$ cat config.mk
export PLATFORM = sky130hd
export DESIGN_NAME = trace_cmd_dispatch
export DESIGN_NICKNAME = d
export VERILOG_FILES = /design/src/rtl/my_struct_package.sv /design/src/rtl/cmd_fifo.sv /design/src/rtl/trace_cmd_dispatch.sv
export SDC_FILE = /design/constraint.sdc
export NUM_CORES = 1
export LEC_CHECK = 0
export ABC_CLOCK_PERIOD_IN_PS = 11510
export CORE_MARGIN = 2
export CORE_UTILIZATION = 50
export DETAILED_ROUTE_END_ITERATION = 10
export PLACE_DENSITY = 0.83
export SKIP_LAST_GASP = 1
export SLEW_MARGIN = 10
export SYNTH_ARGS = -nofsm -noshare
export SYNTH_HDL_FRONTEND = slang
export SYNTH_SLANG_ARGS = --single-unit
$ cat constraint.sdc
create_clock -name clk -period 11.51 [get_ports clk]
set_input_delay 1.7265 -clock clk [delete_from_list [all_inputs] [get_ports clk]]
set_output_delay 1.7265 -clock clk [all_outputs]
set_load 0.01 [all_outputs]
$ cat src/rtl/my_struct_package.sv
// rtl/my_struct_package.sv - shared command type, dispatcher states and command codes
package my_struct_package;

  typedef struct packed {
    logic [3:0]  n;
    logic [31:0] address;
    logic [2:0]  pid;
    logic [1:0]  rsvd;
  } command_t;

  typedef enum logic [1:0] {
    ST_IDLE  = 2'd0,
    ST_ISSUE = 2'd1,
    ST_CLEAR = 2'd2,
    ST_PRINT = 2'd3
  } dispatch_state_t;

  localparam logic [3:0] CMD_READ   = 4'd0;
  localparam logic [3:0] CMD_WRITE  = 4'd1;
  localparam logic [3:0] CMD_IFETCH = 4'd2;
  localparam logic [3:0] CMD_INVAL  = 4'd3;
  localparam logic [3:0] CMD_SNOOP  = 4'd4;
  localparam logic [3:0] CMD_CLEAR  = 4'd8;
  localparam logic [3:0] CMD_PRINT  = 4'd9;

  // Codes 0..4 are the cache operations handed to the processor.
  function automatic logic is_cache_op(input logic [3:0] n);
    return n <= CMD_SNOOP;
  endfunction

endpackage

$ cat src/rtl/cmd_fifo.sv
// rtl/cmd_fifo.sv - DEPTH-entry command FIFO with occupancy count; DEPTH must be a power of two
module cmd_fifo
  import my_struct_package::*;
#(
  parameter int DEPTH = 8
) (
  input  logic                     clk_i,
  input  logic                     rst_i,
  input  command_t                 wr_data_i,
  input  logic                     push_i,
  input  logic                     pop_i,
  output command_t                 rd_data_o,
  output logic [$clog2(DEPTH):0]   count_o,
  output logic                     full_o,
  output logic                     empty_o
);

  localparam int AW = $clog2(DEPTH);

  command_t          mem_q [DEPTH];
  logic [AW-1:0]     wr_ptr_q, rd_ptr_q;
  logic [AW:0]       count_q;
  logic              do_push, do_pop;

  assign full_o    = (count_q == (AW+1)'(DEPTH));
  assign empty_o   = (count_q == '0);
  assign do_push   = push_i && !full_o;
  assign do_pop    = pop_i && !empty_o;
  assign rd_data_o = mem_q[rd_ptr_q];
  assign count_o   = count_q;

  always_ff @(posedge clk_i) begin
    if (do_push) mem_q[wr_ptr_q] <= wr_data_i;
  end

  // Pointers are AW bits wide, so the increment wraps modulo DEPTH on its own.
  always_ff @(posedge clk_i) begin
    if (rst_i) begin
      wr_ptr_q <= '0;
      rd_ptr_q <= '0;
      count_q  <= '0;
    end else begin
      if (do_push) wr_ptr_q <= wr_ptr_q + AW'(1);
      if (do_pop)  rd_ptr_q <= rd_ptr_q + AW'(1);
      case ({do_push, do_pop})
        2'b10:   count_q <= count_q + (AW+1)'(1);
        2'b01:   count_q <= count_q - (AW+1)'(1);
        default: count_q <= count_q;
      endcase
    end
  end

endmodule

$ cat src/rtl/trace_cmd_dispatch.sv
// rtl/trace_cmd_dispatch.sv - buffers trace commands and issues them to the processor with a done handshake
// Optional statistics counters: TRACE_DISPATCH_STATS_EN
module trace_cmd_dispatch
  import my_struct_package::*;
#(
  parameter int DEPTH = 8,
  parameter int CNT_W = 16
) (
  input  logic                   clk,
  input  logic                   rst,
  input  command_t               cmd_in,
  input  logic                   cmd_in_valid,
  output logic                   cmd_in_ready,
  output command_t               instruction,
  output logic                   instr_valid,
  input  logic                   proc_done,
  output logic                   clear_req,
  output logic                   print_req,
  output logic                   illegal_cmd,
  output logic [$clog2(DEPTH):0] fifo_count,
  output logic                   busy,
  output logic [CNT_W-1:0]       rd_cnt,
  output logic [CNT_W-1:0]       wr_cnt,
  output logic [CNT_W-1:0]       if_cnt
);

  dispatch_state_t state_q;
  command_t        instruction_q, head;
  logic            instr_valid_q, clear_req_q, print_req_q, illegal_cmd_q;
  logic            full, empty, pop;

  cmd_fifo #(.DEPTH(DEPTH)) u_fifo (
    .clk_i     (clk),
    .rst_i     (rst),
    .wr_data_i (cmd_in),
    .push_i    (cmd_in_valid),
    .pop_i     (pop),
    .rd_data_o (head),
    .count_o   (fifo_count),
    .full_o    (full),
    .empty_o   (empty)
  );

  assign cmd_in_ready = !full;
  assign pop          = (state_q == ST_IDLE) && !empty;
  assign busy         = (state_q != ST_IDLE) || !empty;
  assign instruction  = instruction_q;
  assign instr_valid  = instr_valid_q;
  assign clear_req    = clear_req_q;
  assign print_req    = print_req_q;
  assign illegal_cmd  = illegal_cmd_q;

  always_ff @(posedge clk) begin
    if (rst) begin
      state_q       <= ST_IDLE;
      instruction_q <= '0;
      instr_valid_q <= 1'b0;
      clear_req_q   <= 1'b0;
      print_req_q   <= 1'b0;
      illegal_cmd_q <= 1'b0;
    end else begin
      clear_req_q   <= 1'b0;
      print_req_q   <= 1'b0;
      illegal_cmd_q <= 1'b0;
      case (state_q)
        ST_IDLE: begin
          if (pop) begin
            if (is_cache_op(head.n)) begin
              instruction_q <= head;
              instr_valid_q <= 1'b1;
              state_q       <= ST_ISSUE;
            end else if (head.n == CMD_CLEAR) begin
              instruction_q <= head;
              clear_req_q   <= 1'b1;
              state_q       <= ST_CLEAR;
            end else if (head.n == CMD_PRINT) begin
              instruction_q <= head;
              print_req_q   <= 1'b1;
              state_q       <= ST_PRINT;
            end else begin
              illegal_cmd_q <= 1'b1;
            end
          end
        end
        ST_ISSUE: begin
          if (proc_done) begin
            instr_valid_q <= 1'b0;
            state_q       <= ST_IDLE;
          end
        end
        // Clear resets the cache only; queued commands survive it.
        ST_CLEAR: if (proc_done) state_q <= ST_IDLE;
        ST_PRINT: state_q <= ST_IDLE;
        default:  state_q <= ST_IDLE;
      endcase
    end
  end

`ifdef TRACE_DISPATCH_STATS_EN
  logic [CNT_W-1:0] rd_cnt_q, wr_cnt_q, if_cnt_q;
  logic [CNT_W-1:0] rd_cnt_d, wr_cnt_d, if_cnt_d;

  always_comb begin
    rd_cnt_d = rd_cnt_q;
    wr_cnt_d = wr_cnt_q;
    if_cnt_d = if_cnt_q;
    if (clear_req_q) begin
      rd_cnt_d = '0;
      wr_cnt_d = '0;
      if_cnt_d = '0;
    end else if (pop) begin
      if (head.n == CMD_READ   && rd_cnt_q != '1) rd_cnt_d = rd_cnt_q + CNT_W'(1);
      if (head.n == CMD_WRITE  && wr_cnt_q != '1) wr_cnt_d = wr_cnt_q + CNT_W'(1);
      if (head.n == CMD_IFETCH && if_cnt_q != '1) if_cnt_d = if_cnt_q + CNT_W'(1);
    end
  end

  always_ff @(posedge clk) begin
    if (rst) begin
      rd_cnt_q <= '0;
      wr_cnt_q <= '0;
      if_cnt_q <= '0;
    end else begin
      rd_cnt_q <= rd_cnt_d;
      wr_cnt_q <= wr_cnt_d;
      if_cnt_q <= if_cnt_d;
    end
  end

  assign rd_cnt = rd_cnt_q;
  assign wr_cnt = wr_cnt_q;
  assign if_cnt = if_cnt_q;
`else
  assign rd_cnt = '0;
  assign wr_cnt = '0;
  assign if_cnt = '0;
`endif

endmodule

==> flow_summary.json <==
{
  "min_from": "u_fifo.rd_ptr_q[1]$_SDFFE_PP0N_",
  "grt_overflow_total": 0,
  "drv_cap": 0,
  "gp_congestion": 0.749,
  "hold_violations": 0,
  "antenna_found_initial": 1,
  "final.setup.tns_ns": 0,
  "grt_pass1_vias": 7866,
  "path_max_fanout": 44,
  "power.leakage_nw": 5.59,
  "wire_per_inst_microns": 23.6,
  "hp-class": "register to register",
  "routed_via_density": 5.87,
  "synth_cell_types": 41,
  "fill_cells": 2075,
  "fin_crit_sh_pct": 40.5,
  "critPathLaunchType": "register",
  "synth-async-reset-ratio_pct": 0,
  "io_pins": 144,
  "r2r_end": "instruction[11]$_SDFFE_PP0P_",
  "syn_to_final_growth_pct": 16.4,
  "arrival_ns": 4.99,
  "ctsHoldBuffers": 0,
  "numPortBuffers": 95,
  "drt_iter0_markers": 585,
  "dp_cells": 1246,
  "syn_area_sq_um": 15200,
  "fin_hold_ws_ns": 0.474,
  "peakVddDrop_mv": 0.0975,
  "postRouteWirelength_microns": 31100,
  "status": "completed",
  "rrSetupSlack_ns": 6.85,
  "crit_required_ns": 11.84,
  "path_common_cell": "buf_4",
  "finalSetupViolations": 0,
  "nets": 949,
  "rsz0062_at_grt": "no",
  "synth_compound_area_share_pct": 3.82,
  "reg2regPathDepth": 7,
  "synth_top_family_by_area": "multiplexers",
  "ys_ff_latch": 388,
  "tightest_slew_ns": 1.11,
  "synth-xor-area-share_pct": 0.404,
  "synth_area_leaders": "edfxtp_1 (65%), mux4_2 (12%), dfxtp_1 (7.9%), mux2i_1 (2.8%), buf_4 (2.6%)",
  "die_h_microns": 178,
  "final_common_cell": "edfxtp_1",
  "yosys.area_share.adder_pct": 0.577,
  "chipWidth_microns": 178,
  "cp_cell_sequence": "buf_4, mux4_2, mux2_2, nor4_4, buf_4, or2_2, a211oi_1",
  "power-per-cell-area_nw_per_um2": 233,
  "hpwl_microns": 17000,
  "initial_core_util_pct": 50.9,
  "firstDrtPassIters": 5,
  "final_cells": 1318,
  "die-area_sq_um": 31800,
  "crit_type": "register to register",
  "final_cell_mix": "edfxtp_1 (328), clkdlybuf4s50_1 (94), mux4_2 (82)",
  "synth_top_cell_by_area": "edfxtp_1",
  "clockBufferDepth": 3,
  "grt_pass1_wl_microns": 47000,
  "syn_area_per_cell_sq_um": 19.3,
  "cp_slowest_cell": "or2_2",
  "drive_above_1_share_pct": 21.3,
  "slew_headroom_pct": 25.9,
  "remaining_drc_errors": 0,
  "fin_crit_ns": 4.66,
  "ctsResizeCount": 0,
  "setup.worst_path.end": "instruction[11]$_SDFFE_PP0P_",
  "cts_tree": "built",
  "syn_inst": 787,
  "diodes": 0,
  "synth-edff-count": 328,
  "clkLatencyLatePin_ns": 0.52,
  "dr_total_vias": 7740,
  "cts.sink_count": 388,
  "crit_path_max_incr_delay_ns": 0.93,
  "grt_max_degree": 64,
  "core-area_sq_um": 29800,
  "yosys_warnings": 0,
  "yosys.area_share.simple_pct": 3.15,
  "path_clk_slew_ns": 0.07,
  "synth_seq_area_share_pct": 72.8,
  "cts_root_buf": "clkbuf_16",
  "fin_worst_skew_ns": 0.0132,
  "worst_setup_path_end_kind": "register",
  "post-cts-setup-buffer-count": 0,
  "cts_buffers": 39,
  "rows": 63,
  "drv_slew": 0,
  "seq_area_sq_um": 11100,
  "synthMuxAreaShare_pct": 15.3,
  "netlist.area_leader.share_pct": 64.9,
  "ant_nets": 0,
  "cts-htree-levels": 2,
  "fmax_mhz": 214,
  "grt_usage_pct": 19.9,
  "multi_input_area_sq_um": 3760,
  "ys.flop_type": "edfxtp_1"
}
==> critical path: cells and delay by family, from the launching register on <==
kind	cells	cell delay (ns)
buf+inv	2	1.29
simple gates	2	1.06
mux	2	0.93
flops	1	0.86
compound gates	1	0.23
==> power breakdown <==
group	leakage [nW]	internal, mW	switching, mW
sequential	3.47	1.68	0.125
clock	0.629	0.730	0.512
combinational	1.48	0.512	0.564
total	5.59	2.92	1.20
==> registers in the layout, indices dropped and copies added (netlist names), named ones only <==
signal,flops
u_fifo.rd_ptr_q,3
u_fifo.mem_q,328
instruction,41
print_req,1
instr_valid,1
state_q,2
illegal_cmd,1
clear_req,1
u_fifo.count_o,4
u_fifo.wr_ptr_q,3
==> layer usage <==
layer / up-vias / GRT usage (%) / part of all wire, %
met5: - / 0 / 0.051
met4: 2 / 6.84 / 2.6
met3: 67 / 4.01 / 7.4
met2: 374 / 33.6 / 51
met1: 3980 / 26.1 / 39
li1: 3317 / - / -
==> stage by stage <==
stage / area [sq um] / power (mW) / util [%] / worst slack (ns)
floorplan: 15400 / 2.55 / - / 5.15
global placement: 16400 / 2.88 / 55.0 / 6.94
detailed placement: 16400 / 2.91 / 55.0 / 6.79
CTS: 17700 / 4.16 / 59.3 / 6.73
global route: 17700 / 4.30 / 59.3 / 6.47
finish: 17700 / 4.12 / 59.3 / 6.85
==> kinds of logic (layout without fill, tap and decap cells) <==
| group | Yosys count | in the layout |
|---|---|---|
| flops | 388 | 388 |
| mux | 128 | 128 |
| buf+inv | 94 | 188 |
| simple gates | 93 | 93 |
| compound gates | 69 | 69 |
| fa+ha+maj | 7 | 7 |
| xor+xnor | 7 | 7 |
| other cells | 1 | 48 |
==> area by class of cell <==
type | count | share of cell area (%)
repair buffers | 112 | 6.08
inverters | 4 | 0.0850
clock inverters | 15 | 0.829
multi-input cells | 352 | 21.3
well taps | 390 | 2.76
flip-flops and latches | 388 | 62.6
clock buffers | 57 | 6.37
==> synth_stat cells, types with 2 or more instances <==
library cell,count
edfxtp_1,328
mux4_2,82
dfxtp_1,60
buf_4,52
nor3_1,45
mux2i_1,42
a211oi_2,21
a211oi_1,20
clkbuf_1,18
nor2_1,16
nand2_1,11
a21oi_1,10
o21ai_0,9
buf_2,8
ha_1,7
buf_1,6
buf_6,6
xor2_1,6
nor2b_1,4
a31oi_1,3
inv_1,3
mux2_2,3
nand2b_1,3
nand3_1,3
nand4_1,2
nor4_1,2
nor4bb_1,2
or3_1,2
==> worst min path at each step <==
| stage | end | slack (ns) | cells after the start |
|---|---|---|---|
| after floorplan | register | 0.45 | 2 |
| after global placement | register | 0.47 | 2 |
| after detailed placement | register | 0.47 | 2 |
| after CTS | register | 0.48 | 2 |
| after global routing | register | 0.51 | 2 |
| final | register | 0.47 | 2 |
Power figures use the tool's default switching activity.
